<file path="src/rtl/ct_ifu_btb_upd_arb.sv">
// ---------------------------------------------------------------------------
// ct_ifu_btb_upd_arb
//
// Purpose:
//   Owns the single write port of the IFU main BTB. This block does three jobs:
//   - It merges speculative mispredict updates from the IB-stage address
//     generator (requester A) with resolved-branch updates from the BJU
//     (requester B).
//   - It runs a full-array invalidate sweep when CP0 requests one.
//   - It issues a write only in cycles where the ifctrl read port leaves the
//     array free.
//
// Optional build macro:
//   CT_IFU_BTB_UPD_CNT_EN - adds upd_drop_cnt, a 16-bit saturating count of
//                           upd_drop pulses. The count is cleared by reset and
//                           by entry to the sweep.
//
// Ports:
//   forever_cpuclk              clock
//   cpurst_b                    synchronous active-low reset
//   addrgen_upd_vld/index/tag/target   requester A update pulse and payload
//   bju_upd_vld/index/tag/target       requester B update pulse and payload
//   cp0_btb_inv                 invalidate-all request pulse
//   ifctrl_btb_rd               array is being read this cycle (no write)
//   btb_wen/windex/wtag/wtarget/wvld   BTB write port
//   btb_inv_busy                sweep in progress (INV or DONE)
//   btb_inv_done                one-cycle pulse when the sweep completes
//   upd_drop                    one-cycle pulse: at least one update was lost
//   upd_drop_cnt                (optional) saturating count of upd_drop pulses
// ---------------------------------------------------------------------------
module ct_ifu_btb_upd_arb #(
  parameter int INDEX_W   = 10,
  parameter int TAG_W     = 10,
  parameter int TGT_W     = 20,
  parameter int INV_DEPTH = 1024
) (
  input  logic               forever_cpuclk,
  input  logic               cpurst_b,
  input  logic               addrgen_upd_vld,
  input  logic [INDEX_W-1:0] addrgen_upd_index,
  input  logic [TAG_W-1:0]   addrgen_upd_tag,
  input  logic [TGT_W-1:0]   addrgen_upd_target,
  input  logic               bju_upd_vld,
  input  logic [INDEX_W-1:0] bju_upd_index,
  input  logic [TAG_W-1:0]   bju_upd_tag,
  input  logic [TGT_W-1:0]   bju_upd_target,
  input  logic               cp0_btb_inv,
  input  logic               ifctrl_btb_rd,
  output logic               btb_wen,
  output logic [INDEX_W-1:0] btb_windex,
  output logic [TAG_W-1:0]   btb_wtag,
  output logic [TGT_W-1:0]   btb_wtarget,
  output logic               btb_wvld,
  output logic               btb_inv_busy,
  output logic               btb_inv_done,
  output logic               upd_drop
`ifdef CT_IFU_BTB_UPD_CNT_EN
  ,
  output logic [15:0]        upd_drop_cnt
`endif
);

  localparam logic [1:0] ST_IDLE = 2'd0;
  localparam logic [1:0] ST_INV  = 2'd1;
  localparam logic [1:0] ST_DONE = 2'd2;

  localparam logic [INDEX_W-1:0] INV_LAST = INDEX_W'(INV_DEPTH - 1);

  // FSM and sweep counter
  logic [1:0]         state_reg, state_next;
  logic [INDEX_W-1:0] inv_cnt_reg, inv_cnt_next;

  // Pending entry A (addrgen)
  logic               a_vld_reg, a_vld_next;
  logic [INDEX_W-1:0] a_index_reg, a_index_next;
  logic [TAG_W-1:0]   a_tag_reg, a_tag_next;
  logic [TGT_W-1:0]   a_target_reg, a_target_next;

  // Pending entry B (BJU)
  logic               b_vld_reg, b_vld_next;
  logic [INDEX_W-1:0] b_index_reg, b_index_next;
  logic [TAG_W-1:0]   b_tag_reg, b_tag_next;
  logic [TGT_W-1:0]   b_target_reg, b_target_next;

  logic st_idle, st_inv, st_done;
  logic grant_a, grant_b, stale_a, inv_wr;
  logic a_keep, b_keep, enter_inv;
  logic drop_raw;

  assign st_idle = (state_reg == ST_IDLE);
  assign st_inv  = (state_reg == ST_INV);
  assign st_done = (state_reg == ST_DONE);

  // B (resolved) outranks A (speculative); a read blocks every write.
  assign grant_b = st_idle & ~ifctrl_btb_rd & b_vld_reg;
  assign grant_a = st_idle & ~ifctrl_btb_rd & a_vld_reg & ~b_vld_reg;

  // A targets the same entry B is writing now, so A's prediction is older
  // than the resolved outcome and must not overwrite it later.
  assign stale_a = grant_b & a_vld_reg & (a_index_reg == b_index_reg);

  assign inv_wr    = st_inv & ~ifctrl_btb_rd;
  assign enter_inv = st_idle & cp0_btb_inv;

  // Entries that survive this cycle without being written or discarded.
  assign a_keep = a_vld_reg & ~grant_a & ~stale_a;
  assign b_keep = b_vld_reg & ~grant_b;

  // -------------------------------------------------------------------------
  // Pending-entry update and drop detection
  // -------------------------------------------------------------------------
  always_comb begin
    a_vld_next    = a_keep;
    a_index_next  = a_index_reg;
    a_tag_next    = a_tag_reg;
    a_target_next = a_target_reg;
    b_vld_next    = b_keep;
    b_index_next  = b_index_reg;
    b_tag_next    = b_tag_reg;
    b_target_next = b_target_reg;
    drop_raw      = 1'b0;

    if (st_idle) begin
      if (addrgen_upd_vld) begin
        a_vld_next    = 1'b1;
        a_index_next  = addrgen_upd_index;
        a_tag_next    = addrgen_upd_tag;
        a_target_next = addrgen_upd_target;
      end
      if (bju_upd_vld) begin
        b_vld_next    = 1'b1;
        b_index_next  = bju_upd_index;
        b_tag_next    = bju_upd_tag;
        b_target_next = bju_upd_target;
      end
      // A request replacing an entry that is still waiting loses the old one.
      // Several simultaneous losses still produce a single pulse.
      drop_raw = stale_a | (addrgen_upd_vld & a_keep) | (bju_upd_vld & b_keep);
      // Starting a sweep throws away everything that would still be pending,
      // including requests captured in this same cycle.
      if (enter_inv) begin
        drop_raw   = drop_raw | a_vld_next | b_vld_next;
        a_vld_next = 1'b0;
        b_vld_next = 1'b0;
      end
    end else begin
      // Requests are not captured while the sweep owns the array.
      drop_raw = addrgen_upd_vld | bju_upd_vld;
    end
  end

  // -------------------------------------------------------------------------
  // FSM and sweep counter
  // -------------------------------------------------------------------------
  always_comb begin
    state_next   = state_reg;
    inv_cnt_next = inv_cnt_reg;
    case (state_reg)
      ST_IDLE: begin
        if (cp0_btb_inv) begin
          state_next = ST_INV;
        end
      end
      ST_INV: begin
        if (inv_wr) begin
          // The counter wraps back to 0 naturally after the last index.
          inv_cnt_next = inv_cnt_reg + 1'b1;
          if (inv_cnt_reg == INV_LAST) begin
            state_next = ST_DONE;
          end
        end
      end
      ST_DONE: begin
        state_next = ST_IDLE;
      end
      default: begin
        state_next = ST_IDLE;
      end
    endcase
  end

  always_ff @(posedge forever_cpuclk) begin
    if (!cpurst_b) begin
      state_reg   <= ST_IDLE;
      inv_cnt_reg <= '0;
      a_vld_reg   <= 1'b0;
      b_vld_reg   <= 1'b0;
    end else begin
      state_reg   <= state_next;
      inv_cnt_reg <= inv_cnt_next;
      a_vld_reg   <= a_vld_next;
      b_vld_reg   <= b_vld_next;
    end
  end

  // Payload registers are qualified by the valid bits and need no reset.
  always_ff @(posedge forever_cpuclk) begin
    a_index_reg  <= a_index_next;
    a_tag_reg    <= a_tag_next;
    a_target_reg <= a_target_next;
    b_index_reg  <= b_index_next;
    b_tag_reg    <= b_tag_next;
    b_target_reg <= b_target_next;
  end

  // -------------------------------------------------------------------------
  // Write port and status outputs. These are forced low while reset is held.
  // -------------------------------------------------------------------------
  always_comb begin
    btb_wen     = 1'b0;
    btb_windex  = '0;
    btb_wtag    = '0;
    btb_wtarget = '0;
    btb_wvld    = 1'b0;
    if (cpurst_b) begin
      if (grant_b) begin
        btb_wen     = 1'b1;
        btb_windex  = b_index_reg;
        btb_wtag    = b_tag_reg;
        btb_wtarget = b_target_reg;
        btb_wvld    = 1'b1;
      end else if (grant_a) begin
        btb_wen     = 1'b1;
        btb_windex  = a_index_reg;
        btb_wtag    = a_tag_reg;
        btb_wtarget = a_target_reg;
        btb_wvld    = 1'b1;
      end else if (inv_wr) begin
        btb_wen     = 1'b1;
        btb_windex  = inv_cnt_reg;
      end
    end
  end

  assign btb_inv_busy = cpurst_b & (st_inv | st_done);
  assign btb_inv_done = cpurst_b & st_done;
  assign upd_drop     = cpurst_b & drop_raw;

`ifdef CT_IFU_BTB_UPD_CNT_EN
  logic [15:0] drop_cnt_reg;

  always_ff @(posedge forever_cpuclk) begin
    if (!cpurst_b) begin
      drop_cnt_reg <= '0;
    end else if (enter_inv) begin
      drop_cnt_reg <= '0;
    end else if (drop_raw && (drop_cnt_reg != 16'hFFFF)) begin
      drop_cnt_reg <= drop_cnt_reg + 16'd1;
    end
  end

  assign upd_drop_cnt = cpurst_b ? drop_cnt_reg : 16'd0;
`endif

endmodule

</file>
<file path="config.mk">
export PLATFORM = sky130hd
export DESIGN_NAME = ct_ifu_btb_upd_arb
export DESIGN_NICKNAME = d
export VERILOG_FILES = /design/src/rtl/ct_ifu_btb_upd_arb.sv
export SDC_FILE = /design/constraint.sdc
export NUM_CORES = 1
export LEC_CHECK = 0
export BUFFER_PORTS_ARGS = -buffer_cell sky130_fd_sc_hd__buf_2
export CORE_UTILIZATION = 51
export DETAILED_ROUTE_END_ITERATION = 7
export PLACE_DENSITY = 0.79
export SLEW_MARGIN = 20
export SYNTH_ARGS = -nofsm -noshare
export SYNTH_HDL_FRONTEND = slang
export SYNTH_SLANG_ARGS = --single-unit
</file>
<file path="constraint.sdc">
create_clock -name forever_cpuclk -period 2.95 [get_ports forever_cpuclk]
set_input_delay 0.295 -clock forever_cpuclk [delete_from_list [all_inputs] [get_ports forever_cpuclk]]
set_output_delay 0.295 -clock forever_cpuclk [all_outputs]
set_load 0.02 [all_outputs]
</file>
==> results of run 1 <==
==> what timing repair did <==
action,in CTS,in global routing
gates cloned,0,1
gates resized for setup,1,0
setup endpoints to repair,6,2
setup buffers,0,0
hold buffers,0,0
pin swaps,0,1
==> area by class of cell <==
class	instances	area, um2	share of cell area, %
timing repair buffer	138	710.7	14.07
multi-input combinational	182	1301	25.76
sequential	94	2683	53.10
tap	102	127.6	2.526
clock buffer	9	123.9	2.452
clock inverter	7	95.09	1.882
inverter	3	11.26	0.2229
==> power by group <==
| group | internal, mW | switching (mW) | total [mW] |
|---|---|---|---|
| registers | 1.76 | 0.109 | 1.87 |
| logic | 0.283 | 0.477 | 0.760 |
| clock network | 0.480 | 0.443 | 0.923 |
==> final timing paths <==
check	from	end	slack, ns	cells past startpoint
max	state_reg[1]	upd_drop	0.16	8
min	addrgen_upd_tag[9]	a_tag_reg[9]	0.11	1
max reg2reg	state_reg[1]	a_vld_reg	1.00	7
min reg2reg	state_reg[1]	state_reg[1]	0.49	2
==> through the flow <==
step                      setup WS (ns)  utilization [%]  hold WS (ns)
after floorplan                  0.8440                -        0.3939
after global placement           0.4674            62.34        0.4665
after detailed placement         0.3684            62.34        0.4731
after CTS                        0.1613            65.22       0.09461
after global routing            0.03426            65.38       0.09326
final                            0.1614            65.38        0.1053
==> layout by cell type, fill, tap and decap left out, drive strengths merged, types with 2 or more instances in the layout <==
master	count
and2	16
nor2b	42
nand2b	2
and4bb	2
nand2	17
ha	6
mux2i	3
nand3	2
bufinv	2
a222oi	5
nand4	8
inv	5
buf	138
a21oi	5
o211ai	3
o31ai	2
a22oi	31
dfxtp	14
clkinv	2
and3b	2
o21ai	2
clkbuf	9
xnor2	19
o211a	3
edfxtp	80
==> kinds of logic after synthesis <==
kind of cell	count (synthesis)	share of synthesized area, %
DFF	94	65.59
AOI/OAI and AO/OA	57	10.68
and+or+nand+nor	96	14.07
xor gates and xnor gates	19	4.069
adders and majority gates	6	1.835
buffers and inverters	22	3.028
muxes	3	0.7342
==> routing by layer <==
layer / vias up / global-route usage (%) / wire, um
met3: 14 / 5.109 / 636
met5: - / 0 / 0
met2: 115 / 36.97 / 4453
met4: 0 / 10.32 / 140
met1: 1400 / 25.70 / 3589
li1: 1374 / - / -
==> metrics, run 1 <==
worst path bufs/invs=3; CP cell instances=inv_1, ha_1, and3b_1, buf_4, nand4_2, o31ai_1, o311a_1, buf_2; async set-reset flop share out of synthesis=0%; Final HPWL DP=5.820 mm; setup tns final=0 ns; Max-Cap Viols=0; Min Clock Period, post-route=between 2 and 3 ns; width of the die=91.56 um; Layout Nets=520; GR Util All Layers=21.65%; Skew-Pair Late Insertion Delay=0.36 ns; first-pass GRT wire length=13.70 mm; top cell type's share of synthesized area=58.73%; #FFs+latches synth=94; Post-Syn Area=4090 um2; Peak VDD IR=~0.37 mV; CTS root buf=clkbuf_8; prevailing post-synth register cell=edfxtp_1; Synth top cells by count=edfxtp_1 (80), nor2b_1 (42), a22oi_1 (31); Clock Sinks=94; RSZ-0062 raised after global routing=no; Post-synth EDFFs=80; Crit Path Category=flip-flop to output port; post-route cell area=5052 um2; Crit path max-delay family=buffers and inverters; top cells by area, synth=edfxtp_1 (59%), dfxtp_1 (6.9%), nor2b_1 (6.4%); crit path launch type=flip-flop; via count=2903; CTS tree=built; die area=8382 um2; Hold Violations, Final=0; Yosys cell types=38; Slew Limit Headroom=62.67%; Fill cells=approximately 590; count leader, synth=edfxtp_1; H-tree Lvls=3; CP max FO=15; CTS buffer count=9; # IOs=approximately 130; initial core utilization=52.93%; cells after synthesis=297; CP required=roughly 2.7 ns; CP peak stage delay=0.40 ns; GPL Wtd Cong=0.7906; number of cell rows=32; status=finished clean; Pwr Total=3.557 mW; slowest cell on the critical path=ha_1; Worst-path clk slew=0.10 ns; fmax=358.6 MHz; net count after synthesis=389; Mapped Avg Cell Area=approximately 14 um2; vias in the first global route=roughly 2900; cell accounting for the most synthesized area=edfxtp_1; sequential share of the synthesized area=65.59%; P&R area growth vs syn=23.52%; placed inst area=4817 um2; number of port buffers=130; final cell count without fillers=between 500 and 600; DRC=0; layout cells sized above 1=between 30% and 40%; CP Capture Type=output port; violation count after the first detailed-route iteration=between 200 and 250; Antenna Diode Count=0; P per Cell Area=703.9 nW/um2; placed cells=518; YS warnings=0; total gr overflow=0; Die Y-Extent=91.56 um; CORE AREA=7727 um2; remaining antenna violation count=0; largest net degree at the start of global routing=between 40 and 50; final setup fails=0; Max Clock Skew=0.009567 ns; Tightest Pin Transition=0.5599 ns; CTS max path bufs=2; Slew Limit Fails=0; Worst EP arrival=2.49 ns; Avg WL per Cell=16.49 um; DR vias/cell=5.426; static leakage=2.003 nW; Final Routed Wirelength=8.820 mm; First-pass DRT Iterations=5; initial antenna violation count=0; period utilisation layout=a little over nine tenths; HP Class=primary input to flip-flop
Note: power is estimated with default switching activity, not from simulation.
==> run 2, diff against run 1 <==
--- a/config.mk
+++ b/config.mk
@@ -6,9 +6,9 @@
 export NUM_CORES = 1
 export LEC_CHECK = 0
 export BUFFER_PORTS_ARGS = -buffer_cell sky130_fd_sc_hd__buf_2
-export CORE_UTILIZATION = 51
+export CORE_UTILIZATION = 46
 export DETAILED_ROUTE_END_ITERATION = 7
-export PLACE_DENSITY = 0.79
+export PLACE_DENSITY = 0.75
 export SLEW_MARGIN = 20
 export SYNTH_ARGS = -nofsm -noshare
 export SYNTH_HDL_FRONTEND = slang
==> constraint.sdc (replaced) <==
create_clock -name forever_cpuclk -period 2.4 [get_ports forever_cpuclk]
set_input_delay 0.24 -clock forever_cpuclk [delete_from_list [all_inputs] [get_ports forever_cpuclk]]
set_output_delay 0.24 -clock forever_cpuclk [all_outputs]
set_load 0.02 [all_outputs]
==> run 2 against run 1 <==
- clock power increased by 19%
- via count decreased by 0.14%
- first-iteration DRC count decreased by 26%
- sequential share of layout area decreased by 1.4 points
- die area increased by 11%
- design area increased by 2.9%
- critical path depth decreased by 1
- sequential cell count unchanged
- setup slack got worse by 0.035 ns
- utilization decreased by 5.5 points
- wire length increased by 1.3%
- clock skew increased by 0.00060 ns
- critical endpoint is now btb_windex[5]
- largest cell class unchanged
==> metrics, run 2 (synthesis gave the netlist of run 1 again) <==
CP required=2.16 ns (-0.49 ns); Clock Sinks=94 (unchanged); beginning of the worst hold path=addrgen_upd_target[11]; CTS max path bufs=2 (unchanged); Min Clock Period, post-route=2.273 ns; Antenna Diode Count=0 (unchanged); Worst-path clk slew=0.10 ns (about the same); Fill cells=723 (+22%); fmax=around 440 MHz; P&R area growth vs syn=27.10%; P per Cell Area=865.0 nW/um2 (+23%); Max-Cap Viols=0 (unchanged); Layout Nets=528 (+1.5%); Skew-Pair Late Insertion Delay=0.36 ns (about the same); CTS buffer count=9 (unchanged); largest net degree at the start of global routing=42 (unchanged); Crit Path Category=flip-flop to output port; Tightest Pin Transition=0.3863 ns (-0.1736 ns); crit path launch type=flip-flop; Final HPWL DP=6.276 mm (+7.8%); CP max FO=12 (-3); commonest non-fill, non-tap cell in the layout=buf_2; number of cell rows=34 (+6.3%); Setup WS post-layout=0.1268 ns (-0.03457 ns); initial core utilization=47.13% (-5.8 points); GR Util All Layers=19.37% (-2.3 points); CORE AREA=8678 um2 (+12%); most frequent cells in the layout=buf_2 (129), edfxtp_1 (80), nor2b_1 (41); layout cells sized above 1=39.91% (+3.0 points); initial antenna violation count=0 (unchanged); reg2reg setup slack=0.84 ns (-0.16 ns); # IOs=131 (unchanged); number of port buffers=130 (unchanged); die area=9273 um2 (+11%); Peak VDD IR=0.6535 mV (+75%); status=finished clean; Slew Limit Fails=0 (unchanged); CP Capture Type=output port; reg2reg path depth=5 (-2); Avg WL per Cell=16.28 um (-1.2%); RSZ-0062 raised after global routing=no; multi-input logic area=1318 um2 (+1.2%); final setup fails=0 (unchanged); CTS tree=built; period utilisation layout=between 90% and 100%; Slew Limit Headroom=74.25% (+12 points); vias in the first global route=2708 (-5.7%); total gr overflow=0 (unchanged); via count=2899 (-0.14%); worst r2r src=inv_cnt_reg[0]; Worst EP arrival=2.03 ns (-0.46 ns); placed inst area=4892 um2 (+1.6%); DR vias/cell=5.281 (-2.7%); Final Routed Wirelength=8.938 mm (+1.3%); GPL Wtd Cong=0.7968 (+0.78%); hold depth=1 (unchanged); post-route cell area=5199 um2 (+2.9%); violation count after the first detailed-route iteration=174 (-26%); final cell count without fillers=549 (+2.6%); First-pass DRT Iterations=4 (-1); first-pass GRT wire length=13.18 mm (-3.8%); Post-Route Utilization=59.90% (-5.5 points); setup tns final=0 ns (unchanged); cts hold-fix bufs=0 (unchanged); width of the die=96.30 um (+5.2%); remaining antenna violation count=0 (unchanged); Critical path origin=state_reg[1]; Reg2Reg Capture Point=state_reg[1]; static leakage=2.070 nW (+3.3%); Hold WS=0.04440 ns (-0.06089 ns); DRC=0 (unchanged); Die Y-Extent=96.30 um (+5.2%); pre-CTS WS=0.2215 ns (-0.1469 ns); H-tree Lvls=3 (unchanged); Hold Violations, Final=0 (unchanged); Pwr Total=4.497 mW (+26%); CTS root buf=clkbuf_8; worst hold endpoint=a_target_reg[11]; Max Clock Skew=0.01016 ns (+0.0005958 ns); placed cells=528 (+1.9%); Storage cell area=2688 um2 (+0.19%); HP Class=primary input to flip-flop
## run 2: cell count changes in the layout (fill, tap and decap cells not counted), sizes merged
cell	change
buf	+9
clkinv	+3
and4bb	-1
bufinv	-1
clkinvlp	-1
inv	-1
## run 2: what timing repair did
item	CTS	global route
endpoints found under the hold margin	0	0
buffers inserted	0	5
endpoints found under the setup margin	11	9
pin swaps	2	2
gates resized for setup	8	9
## run 2: metal layers
| metal | wire, um | global-route usage [%] |
|---|---|---|
| met1 | 3725 | 24.55 |
| met4 | 121 | 6.863 |
| met3 | 596 | 4.897 |
| met5 | 0 | 0 |
| met2 | 4495 | 32.27 |
## run 2: final cells by class
type	count	area share [%]
flip-flops and latches	94	51.70
multi-input cells	181	25.34
repair buffers	147	15.88
well taps	108	2.599
clock buffers	9	2.383
clock inverters	7	1.781
inverters	3	0.3129
## run 2: critical path, stage by stage, from the launching register on
cell      delay (ns)
dfxtp_2         0.37
inv_4           0.05
ha_4            0.17
and3b_2         0.27
buf_4           0.20
a222oi_1        0.31
nor2b_1         0.13
buf_4           0.18
## run 2: where the power goes
group	switching (mW)	internal (mW)	leakage, nW
sequential	0.136	2.17	0.879
combinational	0.623	0.468	1.08
clock	0.593	0.506	0.109
## run 2: how the worst max path moves through the flow
stage / end / slack [ns] / depth (start not counted)
floorplan: b_index_reg[0] / 0.29 / 4
global placement: btb_windex[9] / 0.30 / 7
detailed placement: btb_windex[9] / 0.22 / 7
CTS: btb_windex[5] / 0.04 / 7
global route: btb_windex[5] / 0.003 / 7
finish: btb_windex[5] / 0.13 / 7
